## src/rtl/regfile_op_sequencer.sv

```systemverilog
// regfile_op_sequencer: initiator for a two-read/one-write register file.
// Accepts one instruction over valid/ready, reads operands, executes one of
// ten ops and writes the result back. Every output is registered so the
// register file's negedge sampling always sees stable values.
// Ports:
//   clk, reset                 clock, synchronous active-high reset
//   instr_valid/instr_ready    instruction handshake (ready only in IDLE)
//   instr_op/dst/src1/src2/imm instruction fields
//   rf_r_en_*/rf_r_adrs_*      operand read requests
//   rf_r_data_*                operand data, registered by the file on negedge
//   rf_w_en/rf_w_adrs/rf_w_data writeback request
//   done_valid/done_result     retirement pulse and last written result
//   illegal_op                 retirement of an opcode in 10..15
//   busy                       not IDLE
module regfile_op_sequencer #(
  parameter int unsigned DATA_WIDTH    = 32,
  parameter int unsigned ADDRESS_WIDTH = 12,
  parameter int unsigned SHAMT_WIDTH   = $clog2(DATA_WIDTH)
) (
  input  logic                     clk,
  input  logic                     reset,
  input  logic                     instr_valid,
  output logic                     instr_ready,
  input  logic [3:0]               instr_op,
  input  logic [ADDRESS_WIDTH-1:0] instr_dst,
  input  logic [ADDRESS_WIDTH-1:0] instr_src1,
  input  logic [ADDRESS_WIDTH-1:0] instr_src2,
  input  logic [DATA_WIDTH-1:0]    instr_imm,
  output logic                     rf_r_en_one,
  output logic                     rf_r_en_two,
  output logic [ADDRESS_WIDTH-1:0] rf_r_adrs_one,
  output logic [ADDRESS_WIDTH-1:0] rf_r_adrs_two,
  input  logic [DATA_WIDTH-1:0]    rf_r_data_one,
  input  logic [DATA_WIDTH-1:0]    rf_r_data_two,
  output logic                     rf_w_en,
  output logic [ADDRESS_WIDTH-1:0] rf_w_adrs,
  output logic [DATA_WIDTH-1:0]    rf_w_data,
  output logic                     done_valid,
  output logic [DATA_WIDTH-1:0]    done_result,
  output logic                     illegal_op,
  output logic                     busy
);

  localparam logic [3:0] OP_NOP = 4'd0;
  localparam logic [3:0] OP_ADD = 4'd1;
  localparam logic [3:0] OP_SUB = 4'd2;
  localparam logic [3:0] OP_AND = 4'd3;
  localparam logic [3:0] OP_OR  = 4'd4;
  localparam logic [3:0] OP_XOR = 4'd5;
  localparam logic [3:0] OP_NOT = 4'd6;
  localparam logic [3:0] OP_SHL = 4'd7;
  localparam logic [3:0] OP_SHR = 4'd8;
  localparam logic [3:0] OP_LDI = 4'd9;

  typedef enum logic [1:0] {IDLE, READ, EXEC, WRITE} state_t;

  state_t state, state_next;

  logic [3:0]               op_q;
  logic [ADDRESS_WIDTH-1:0] dst_q;
  logic [DATA_WIDTH-1:0]    imm_q;

  logic                     accept_c;
  logic                     new_reads_c, new_uses_two_c, cur_writes_c;
  logic [SHAMT_WIDTH-1:0]   shamt_c;
  logic [DATA_WIDTH-1:0]    alu_result_c;

  logic                     instr_ready_next, busy_next;
  logic                     r_en_one_next, r_en_two_next;
  logic [ADDRESS_WIDTH-1:0] r_adrs_one_next, r_adrs_two_next;
  logic                     w_en_next;
  logic [ADDRESS_WIDTH-1:0] w_adrs_next;
  logic [DATA_WIDTH-1:0]    w_data_next, done_result_next;
  logic                     done_valid_next, illegal_next;

  assign accept_c       = instr_valid && instr_ready && (state == IDLE);
  assign new_reads_c    = (instr_op >= OP_ADD) && (instr_op <= OP_SHR);
  assign new_uses_two_c = new_reads_c && (instr_op != OP_NOT);
  assign cur_writes_c   = (op_q >= OP_ADD) && (op_q <= OP_LDI);
  assign shamt_c        = rf_r_data_two[SHAMT_WIDTH-1:0];

  // Operation result, evaluated in EXEC while the file's read data is valid.
  always_comb begin
    alu_result_c = '0;
    case (op_q)
      OP_ADD:  alu_result_c = rf_r_data_one + rf_r_data_two;
      OP_SUB:  alu_result_c = rf_r_data_one - rf_r_data_two;
      OP_AND:  alu_result_c = rf_r_data_one & rf_r_data_two;
      OP_OR:   alu_result_c = rf_r_data_one | rf_r_data_two;
      OP_XOR:  alu_result_c = rf_r_data_one ^ rf_r_data_two;
      OP_NOT:  alu_result_c = ~rf_r_data_one;
      OP_SHL:  alu_result_c = rf_r_data_one << shamt_c;
      OP_SHR:  alu_result_c = rf_r_data_one >> shamt_c;
      OP_LDI:  alu_result_c = imm_q;
      default: alu_result_c = '0;
    endcase
  end

  // Next state plus next values of every registered output.
  always_comb begin
    state_next       = state;
    r_en_one_next    = 1'b0;
    r_en_two_next    = 1'b0;
    r_adrs_one_next  = '0;
    r_adrs_two_next  = '0;
    w_en_next        = 1'b0;
    w_adrs_next      = '0;
    w_data_next      = '0;
    done_valid_next  = 1'b0;
    illegal_next     = 1'b0;
    done_result_next = done_result;
    case (state)
      IDLE: begin
        if (accept_c) begin
          if (new_reads_c) begin
            state_next      = READ;
            r_en_one_next   = 1'b1;
            r_adrs_one_next = instr_src1;
            if (new_uses_two_c) begin
              r_en_two_next   = 1'b1;
              r_adrs_two_next = instr_src2;
            end
          end else begin
            state_next = EXEC;
          end
        end
      end
      READ: state_next = EXEC;
      EXEC: begin
        state_next      = WRITE;
        done_valid_next = 1'b1;
        illegal_next    = (op_q > OP_LDI);
        if (cur_writes_c) begin
          w_en_next        = 1'b1;
          w_adrs_next      = dst_q;
          w_data_next      = alu_result_c;
          done_result_next = alu_result_c;
        end
      end
      WRITE:   state_next = IDLE;
      default: state_next = IDLE;
    endcase
    instr_ready_next = (state_next == IDLE);
    busy_next        = (state_next != IDLE);
  end

  // State and output registers.
  always_ff @(posedge clk) begin
    if (reset) begin
      state         <= IDLE;
      instr_ready   <= 1'b0;
      busy          <= 1'b0;
      rf_r_en_one   <= 1'b0;
      rf_r_en_two   <= 1'b0;
      rf_r_adrs_one <= '0;
      rf_r_adrs_two <= '0;
      rf_w_en       <= 1'b0;
      rf_w_adrs     <= '0;
      rf_w_data     <= '0;
      done_valid    <= 1'b0;
      illegal_op    <= 1'b0;
      done_result   <= '0;
    end else begin
      state         <= state_next;
      instr_ready   <= instr_ready_next;
      busy          <= busy_next;
      rf_r_en_one   <= r_en_one_next;
      rf_r_en_two   <= r_en_two_next;
      rf_r_adrs_one <= r_adrs_one_next;
      rf_r_adrs_two <= r_adrs_two_next;
      rf_w_en       <= w_en_next;
      rf_w_adrs     <= w_adrs_next;
      rf_w_data     <= w_data_next;
      done_valid    <= done_valid_next;
      illegal_op    <= illegal_next;
      done_result   <= done_result_next;
    end
  end

  // Instruction fields still needed after acceptance.
  always_ff @(posedge clk) begin
    if (reset) begin
      op_q  <= '0;
      dst_q <= '0;
      imm_q <= '0;
    end else if (accept_c) begin
      op_q  <= instr_op;
      dst_q <= instr_dst;
      imm_q <= instr_imm;
    end
  end

endmodule

```

## config.mk

```make
export PLATFORM = sky130hd
export DESIGN_NAME = regfile_op_sequencer
export DESIGN_NICKNAME = d
export VERILOG_FILES = /design/src/rtl/regfile_op_sequencer.sv
export SDC_FILE = /design/constraint.sdc
export NUM_CORES = 1
export LEC_CHECK = 0
export BUFFER_PORTS_ARGS = -buffer_cell sky130_fd_sc_hd__buf_2
export CAP_MARGIN = 20
export CELL_PAD_IN_SITES_DETAIL_PLACEMENT = 0
export CELL_PAD_IN_SITES_GLOBAL_PLACEMENT = 1
export CORE_ASPECT_RATIO = 0.9
export CORE_UTILIZATION = 38
export DETAILED_ROUTE_END_ITERATION = 16
export PLACE_DENSITY = 0.79
export REMOVE_ABC_BUFFERS = 1
export SLEW_MARGIN = 10
export SYNTH_ARGS = -nofsm -noshare
export SYNTH_HDL_FRONTEND = slang
export SYNTH_SLANG_ARGS = --single-unit
export TNS_END_PERCENT = 5
```

## constraint.sdc

```tcl
create_clock -name clk -period 3.8 [get_ports clk]
set_clock_uncertainty 0.2 [all_clocks]
set_input_delay 0.19 -clock clk [delete_from_list [all_inputs] [get_ports clk]]
set_output_delay 0.19 -clock clk [all_outputs]
set_load 0.05 [all_outputs]
```

==> results of run 1 <==
cells in the final DEF (no fill, tap or decap), drive strengths merged, types with 43 or more instances in the layout:
master	n
nor2	145
ha	99
nand2	218
buf	409
xnor2	43
inv	84
o21ai	69
dlygate4sd3	73
dfxtp	157
a21oi	133
through the flow:
| step | power, W | cells |
|---|---|---|
| after floorplan | 0.00365 | 1526 |
| after global placement | 0.00502 | 2396 |
| after detailed placement | 0.00505 | 2397 |
| after CTS | 0.00679 | 2501 |
| after global routing | 0.00720 | 2501 |
| final | 0.00684 | 2501 |
critical path, cell delays in order:
cell,delay (ns)
buf_2,0.11
nor4_2,0.57
and3_1,0.31
nand2_1,0.08
o41ai_1,0.34
xnor2_1,0.22
ha_1,0.38
and2_1,0.20
nand3_1,0.11
a211o_1,0.27
o21ai_1,0.37
a211oi_1,0.14
buf_4,0.16
o41a_1,0.33
nand3_1,0.08
area by class of cell:
type	count	area share, %
multi-input combinational	1289	54.1
timing repair buffer	482	19.1
sequential	157	18.4
tap	462	3.39
clock buffer	17	2.50
inverter	80	1.76
clock inverter	14	0.800
kinds of logic after synthesis:
logic type / share of synthesized area [%]
mux: 12.5
xor+xnor: 3.14
simple gates: 20.2
fa+ha+maj: 9.61
compound gates: 24.1
buf+inv: 6.49
flops: 24.0
power by group:
| part | internal [W] | switching, W | leakage [nW] |
|---|---|---|---|
| clock network | 0.000911 | 0.000752 | 0.278 |
| logic | 0.00130 | 0.00202 | 6.17 |
| registers | 0.00178 | 0.0000697 | 1.27 |
per-layer routing:
layer  vias to the layer above  part of all wire [%]
li1                       6770                     -
met2                       768                    43
met4                         2                   2.2
met1                      6982                    44
met3                        64                    11
met5                         -                 0.022
cells in the mapped netlist, types with 7 or more instances:
cell | count | area, um^2
o21a_1 | 12 | 90.1
o22ai_1 | 22 | 138
mux2_2 | 27 | 304
nand3_1 | 34 | 170
mux2i_1 | 38 | 380
nor2_1 | 144 | 541
o221ai_1 | 14 | 123
dfxtp_1 | 157 | 3140
nor2b_1 | 13 | 81.3
a22oi_1 | 9 | 67.6
o21ai_0 | 60 | 300
nand2b_1 | 11 | 68.8
a221oi_1 | 22 | 193
clkbuf_1 | 61 | 229
a31oi_1 | 22 | 138
xnor2_1 | 43 | 377
and2_1 | 34 | 213
a211oi_1 | 34 | 255
inv_1 | 77 | 289
a21o_1 | 37 | 278
buf_1 | 7 | 26.3
mux4_2 | 41 | 923
nand2_1 | 218 | 818
buf_2 | 41 | 205
a21oi_1 | 132 | 661
o31ai_1 | 7 | 52.6
o21ai_1 | 9 | 45.0
o211ai_1 | 25 | 188
ha_1 | 99 | 1240
and3_1 | 24 | 150
nand4_1 | 14 | 87.6
nor3_1 | 28 | 140
worst paths after layout:
| check | cells after the start | end | slack [ns] | from |
|---|---|---|---|---|
| worst max-delay path | 15 | done_result[30] | 0.13 | rf_r_data_two[3] |
| worst min-delay path | 3 | state[1] | 0.15 | instr_valid |
| worst max register to register | 14 | done_result[9] | 0.15 | op_q[3] |
| worst min register to register | 1 | done_result[24] | 0.24 | done_result[24] |
sequential cells by signal, indices dropped and copies added, names as in the netlist:
signal,cells
done_result,32
imm_q,32
rf_w_data,32
dst_q,12
rf_r_adrs_one,12
rf_r_adrs_two,12
rf_w_adrs,12
op_q,4
state,2
busy,1
done_valid,1
illegal_op,1
instr_ready,1
rf_r_en_one,1
rf_r_en_two,1
rf_w_en,1
what timing repair did:
item | 4_1_cts | 5_1_grt
resized for setup | 1 | 14
endpoints found under the hold margin | 75 | 0
setup endpoints to repair | 1 | 22
hold buffers | 73 | 0
==> results by group, run 1 <==
Floorplan
  • Initial core utilization: 38.6%
  • Site Rows: 64
  • Count of boundary I/O pins: 246
  • Die Area: 35200 um^2
  • Die extent in y: 178 um
  • Horizontal die dimension: 198 um
  • Core area: 34000 um^2

GRT
  • Antenna violations before repair: 1
  • Vias in the first global route: 13932
  • Global-route congestion overflow total: 0
  • Busiest grt layer: met2
  • Wire length of the first global-routing pass: 86900 um
  • Largest net degree at the start of global routing: 82
  • Met1 capacity usage during global routing: 45.8%
  • Total Routing Usage GR: 33.5%
  • M3 GR Usage: 10.8%
  • Routing usage on met2: 49.9%

Detailed routing
  • Detailed Route WL: 59200 um
  • Via/cell ratio: 5.83
  • DR iter-0 viols: 1321
  • Vias after detailed routing: 14586
  • WL/cell: 23.7 um
  • DRC viols: 0
  • Antenna Nets Post-Route: 0
  • Number of optimization iterations in the first detailed-route pass: 5

Placement
  • Detailed Place HPWL: 45200 um
  • Placement Setup Slack: -0.252 ns
  • Cell area after placement: 15700 um^2
  • Final weighted congestion of routability-driven global placement: 1.01
  • Port buffer count: 245

CTS
  • CTS tree: built
  • Maximum root-to-sink buffer count: 2
  • Clock latency of the later-clocked register in the worst-skew pair: 0.45 ns
  • Number of buffers added for setup after CTS: 0
  • Number of sinks on the clock net: 157
  • Root Driver: clkbuf_16
  • Max H-tree Level: 4
  • Number of buffers created by CTS: 17
  • Clock transition at path regs: 0.07 ns

Yosys
  • Post-Syn Instances: 1645
  • Post-synth design cell area: 13100 um^2
  • Register area share after synthesis: 24.0%
  • Number of synthesized register bits: 157
  • Most instantiated flip-flop cell in the synthesis netlist: dfxtp_1
  • Synthesis Warnings: 0
  • Number of unique standard cell types used by synthesis: 89
  • Share of flip-flops with an asynchronous set or reset after synthesis: 0%
  • Synthesized area per cell: 7.96 um^2
  • EDFF count, synth: 0

STA
  • Period minus WS final: 3.67 ns
  • Actual transition at the worst max-transition pin: 0.896 ns
  • Final worst slack: 0.133 ns
  • Fin. Hold Viols: 0
  • Pins Over Slew Limit: 0
  • Worst max-slew margin expressed relative to the limit: 40.3%
  • Unrepaired setup endpoints after global routing: true
  • Final setup violating endpoints: 0
  • Hold slack final: 0.147 ns
  • Final critical-path share of the clock period: 96.5%
  • Fmax: 273 MHz
  • Total negative setup slack: 0 ns

Final layout
  • Synth-to-Final Area Change: 30.1%
  • Sequential cell area: 3140 um^2
  • Area used by multi-input combinational logic: 9210 um^2
  • # fillers: 3324
  • Number of diodes: 0
  • Post-route cell area: 17000 um^2
  • Final nets: 2266
  • Final core utilization: 50.2%
  • Ratio of cells with drive above 1 in the final layout: 26.9%

Outcome
  • Status: finished, final reports clean

Critical path
  • CP required: 3.99 ns
  • Crit path launch type: primary input
  • Data arrival time at the worst-slack endpoint: 3.85 ns
  • Nature of the critical path endpoint: register
  • Classification of the worst setup path: primary input to register
  • Worst-path fanout max: 4

Power and ir drop
  • Leakage Power: 7.71 nW
  • Peak supply drop: 0.387 mV
  • Pwr per Cell Area: 401 nW/um^2

Min path
  • Worst min-delay path category: primary input to register

Flow run
  • MaxCap Viol Count: 0
Power figures use the tool's default switching activity.
==> run 2, diff against run 1 <==
--- a/config.mk
+++ b/config.mk
@@ -10,9 +10,10 @@
 export CELL_PAD_IN_SITES_DETAIL_PLACEMENT = 0
 export CELL_PAD_IN_SITES_GLOBAL_PLACEMENT = 1
 export CORE_ASPECT_RATIO = 0.9
-export CORE_UTILIZATION = 38
+export CORE_UTILIZATION = 39
+export CTS_BUF_LIST = sky130_fd_sc_hd__clkbuf_8
 export DETAILED_ROUTE_END_ITERATION = 16
-export PLACE_DENSITY = 0.79
+export PLACE_DENSITY = 0.81
 export REMOVE_ABC_BUFFERS = 1
 export SLEW_MARGIN = 10
 export SYNTH_ARGS = -nofsm -noshare
==> results by group, run 2 (same netlist as run 1, synthesis figures left out) <==
Final layout
  • # fillers: 3229 (-2.9%)
  • Most frequent cells in the layout: 244 x buf_2, 217 x nand2_1, 181 x buf_4
  • Final core utilization: 51.5% (+1.3 points)
  • Synth-to-Final Area Change: 29.7%
  • Ratio of cells with drive above 1 in the final layout: 28.0% (+1.2 points)
  • Number of diodes: 0 (unchanged)
  • Leading cell type in the layout, fill and taps excluded: buf_2
  • Number of standard cells in the layout, taps in and fillers out: 2480 (-0.84%)
  • Post-route cell area: 17000 um^2 (-0.29%)
  • Final nets: 2285 (+0.84%)
  • Registers with the highest flip-flop counts: done_result (32), imm_q (32), rf_w_data (32)

CTS
  • Maximum root-to-sink buffer count: 2 (unchanged)
  • Clock latency of the later-clocked register in the worst-skew pair: 0.52 ns (+0.07 ns)
  • Max H-tree Level: 4 (unchanged)
  • Number of sinks on the clock net: 157 (unchanged)
  • CTS tree: built
  • Clock transition at path regs: 0.10 ns (+0.03 ns)
  • Number of buffers created by CTS: 17 (unchanged)
  • Root Driver: clkbuf_8

STA
  • Final critical-path share of the clock period: 97.5% (+0.97 points)
  • Unrepaired setup endpoints after global routing: true
  • Hold slack final: 0.0953 ns (-0.0513 ns)
  • Period minus WS final: 3.70 ns (+0.0370 ns)
  • Fmax: 270 MHz (-1.0%)
  • Total negative setup slack: 0 ns (unchanged)
  • Final setup violating endpoints: 0 (unchanged)
  • Actual transition at the worst max-transition pin: 0.911 ns (+0.0148 ns)
  • Fin. Hold Viols: 0 (unchanged)
  • Pins Over Slew Limit: 0 (unchanged)
  • Worst max-slew margin expressed relative to the limit: 39.3% (-0.99 points)

Power and ir drop
  • Pwr per Cell Area: 387 nW/um^2 (-3.5%)
  • Clock power frac: 20.3% (-4.0 points)
  • Internal Dissipation: 0.00373 W (-6.7%)
  • Leakage Power: 7.74 nW (+0.30%)
  • Switching pwr: 0.00285 W (+0.29%)
  • Sw Ratio: 43.3% (+1.8 points)
  • Share of power burned in registers: 28.1% (+1.0 points)
  • Peak supply drop: 0.322 mV (-17%)
  • Combinational Power Share: 51.6% (+3.0 points)

Floorplan
  • Die Area: 34300 um^2 (-2.5%)
  • Initial core utilization: 39.7% (+1.1 points)
  • Site Rows: 63 (-1.6%)
  • Core area: 33000 um^2 (-2.7%)
  • Die extent in y: 176 um (-1.3%)
  • Count of boundary I/O pins: 246 (unchanged)
  • Horizontal die dimension: 195 um (-1.3%)

GRT
  • Met1 capacity usage during global routing: 46.0% (+0.12 points)
  • Antenna violations before repair: 1 (unchanged)
  • Vias in the first global route: 14199 (+1.9%)
  • Wire length of the first global-routing pass: 86400 um (-0.58%)
  • Busiest grt layer: met2
  • Routing usage on met2: 50.8% (+0.92 points)
  • Global-route congestion overflow total: 0 (unchanged)
  • Total Routing Usage GR: 33.6% (+0.12 points)
  • M3 GR Usage: 9.58% (-1.3 points)
  • Largest net degree at the start of global routing: 82 (unchanged)

Critical path
  • CP peak stage delay: 0.52 ns (-0.05 ns)
  • Nature of the critical path endpoint: register
  • Critical Path, Cell by Cell: nor4b_4, buf_12, nor2_1, xnor2_1, buf_4, ha_1, o21ai_1, a21oi_2, or4_1, a31o_2, a21oi_2, xnor2_1, a211oi_2, buf_4, a211oi_1
  • Data arrival time at the worst-slack endpoint: 3.87 ns (+0.02 ns)
  • Crit path launch type: register
  • Worst-path fanout max: 11 (+7)
  • CP delay by family, top: compound AO/OA/AOI/OAI gates
  • Classification of the worst setup path: register to register
  • Cell with the biggest individual delay on the critical path: or4_1
  • CP required: 3.97 ns (-0.02 ns)
  • Buf/Inv on CP: 3 (+1)

Flow run
  • MaxCap Viol Count: 0 (unchanged)

Placement
  • Final weighted congestion of routability-driven global placement: 0.988 (-2.0%)
  • Detailed Place HPWL: 44400 um (-1.7%)
  • Cell area after placement: 15800 um^2 (+0.38%)
  • Port buffer count: 245 (unchanged)
  • Placed cell count: 2375 (-0.92%)

Outcome
  • Status: finished, final reports clean

Detailed routing
  • WL/cell: 23.3 um (-1.4%)
  • Number of optimization iterations in the first detailed-route pass: 5 (unchanged)
  • DR iter-0 viols: 1483 (+12%)
  • DRC viols: 0 (unchanged)
  • Vias after detailed routing: 14669 (+0.57%)
  • Detailed Route WL: 57800 um (-2.2%)
  • Via/cell ratio: 5.91 (+1.4%)
  • Antenna Nets Post-Route: 0 (unchanged)

Min path
  • Worst min-delay path category: primary input to register
run 2: cell type report:
class | instances | area, um^2 | share of cell area [%]
Clock buffer | 17 | 234 | 1.38
Clock inverter | 14 | 171 | 1.01
Inverter | 80 | 300 | 1.77
Multi-Input combinational cell | 1289 | 9250 | 54.4
Sequential cell | 157 | 3150 | 18.5
Tap cell | 422 | 528 | 3.11
Timing Repair Buffer | 501 | 3370 | 19.8
run 2: power groups by stage:
stage / logic (W) / registers (W) / clock network (W)
after detailed placement: 0.00321 / 0.00189 / 0
after floorplan: 0.00158 / 0.00207 / 0
final: 0.00339 / 0.00185 / 0.00133
after global routing: 0.00362 / 0.00187 / 0.00143
after CTS: 0.00329 / 0.00185 / 0.00137
after global placement: 0.00318 / 0.00188 / 0
run 2: per-stage QoR:
stage / power, W / worst slack, ns
6_report: 0.00658 / 0.0958
5_1_grt: 0.00692 / -0.0496
4_1_cts: 0.00651 / 0.0112
3_5_place_dp: 0.00510 / -0.115
3_3_place_gp: 0.00506 / -0.0863
2_1_floorplan: 0.00365 / -0.369
run 2: worst register-to-register path, delay by kind of cell, from the launching register on:
family          cells  cell delay [ns]
simple gates        3             0.91
flops               1             0.36
fa+ha+maj           1             0.34
xor+xnor            2             0.21
buf+inv             3             0.51
compound gates      6             1.05
run 2: repair_timing:
item | CTS | global route
gates resized for setup | 3 | 19
setup endpoints to repair | 5 | 26
hold buffers | 73 | 0
hold endpoints to repair | 88 | 0
buffers inserted | 0 | 1
pin swaps | 0 | 5
run 2: worst paths after layout:
kind | from | slack [ns] | endpoint | depth (start not counted)
worst max register to register | op_q[2] | 0.1 | done_result[9] | 15
worst min-delay path | instr_valid | 0.1 | state[1] | 5
worst max-delay path | op_q[2] | 0.1 | done_result[9] | 15
worst min register to register | done_result[24] | 0.25 | done_result[24] | 1
run 2: metal layers:
metal / share of wire (%) / up-vias / wire length (um)
li1: - / 6796 / -
met1: 45 / 7039 / 25900
met2: 43 / 741 / 24900
met3: 9.8 / 91 / 5680
met4: 2.3 / 2 / 1310
met5: 0.022 / - / 13
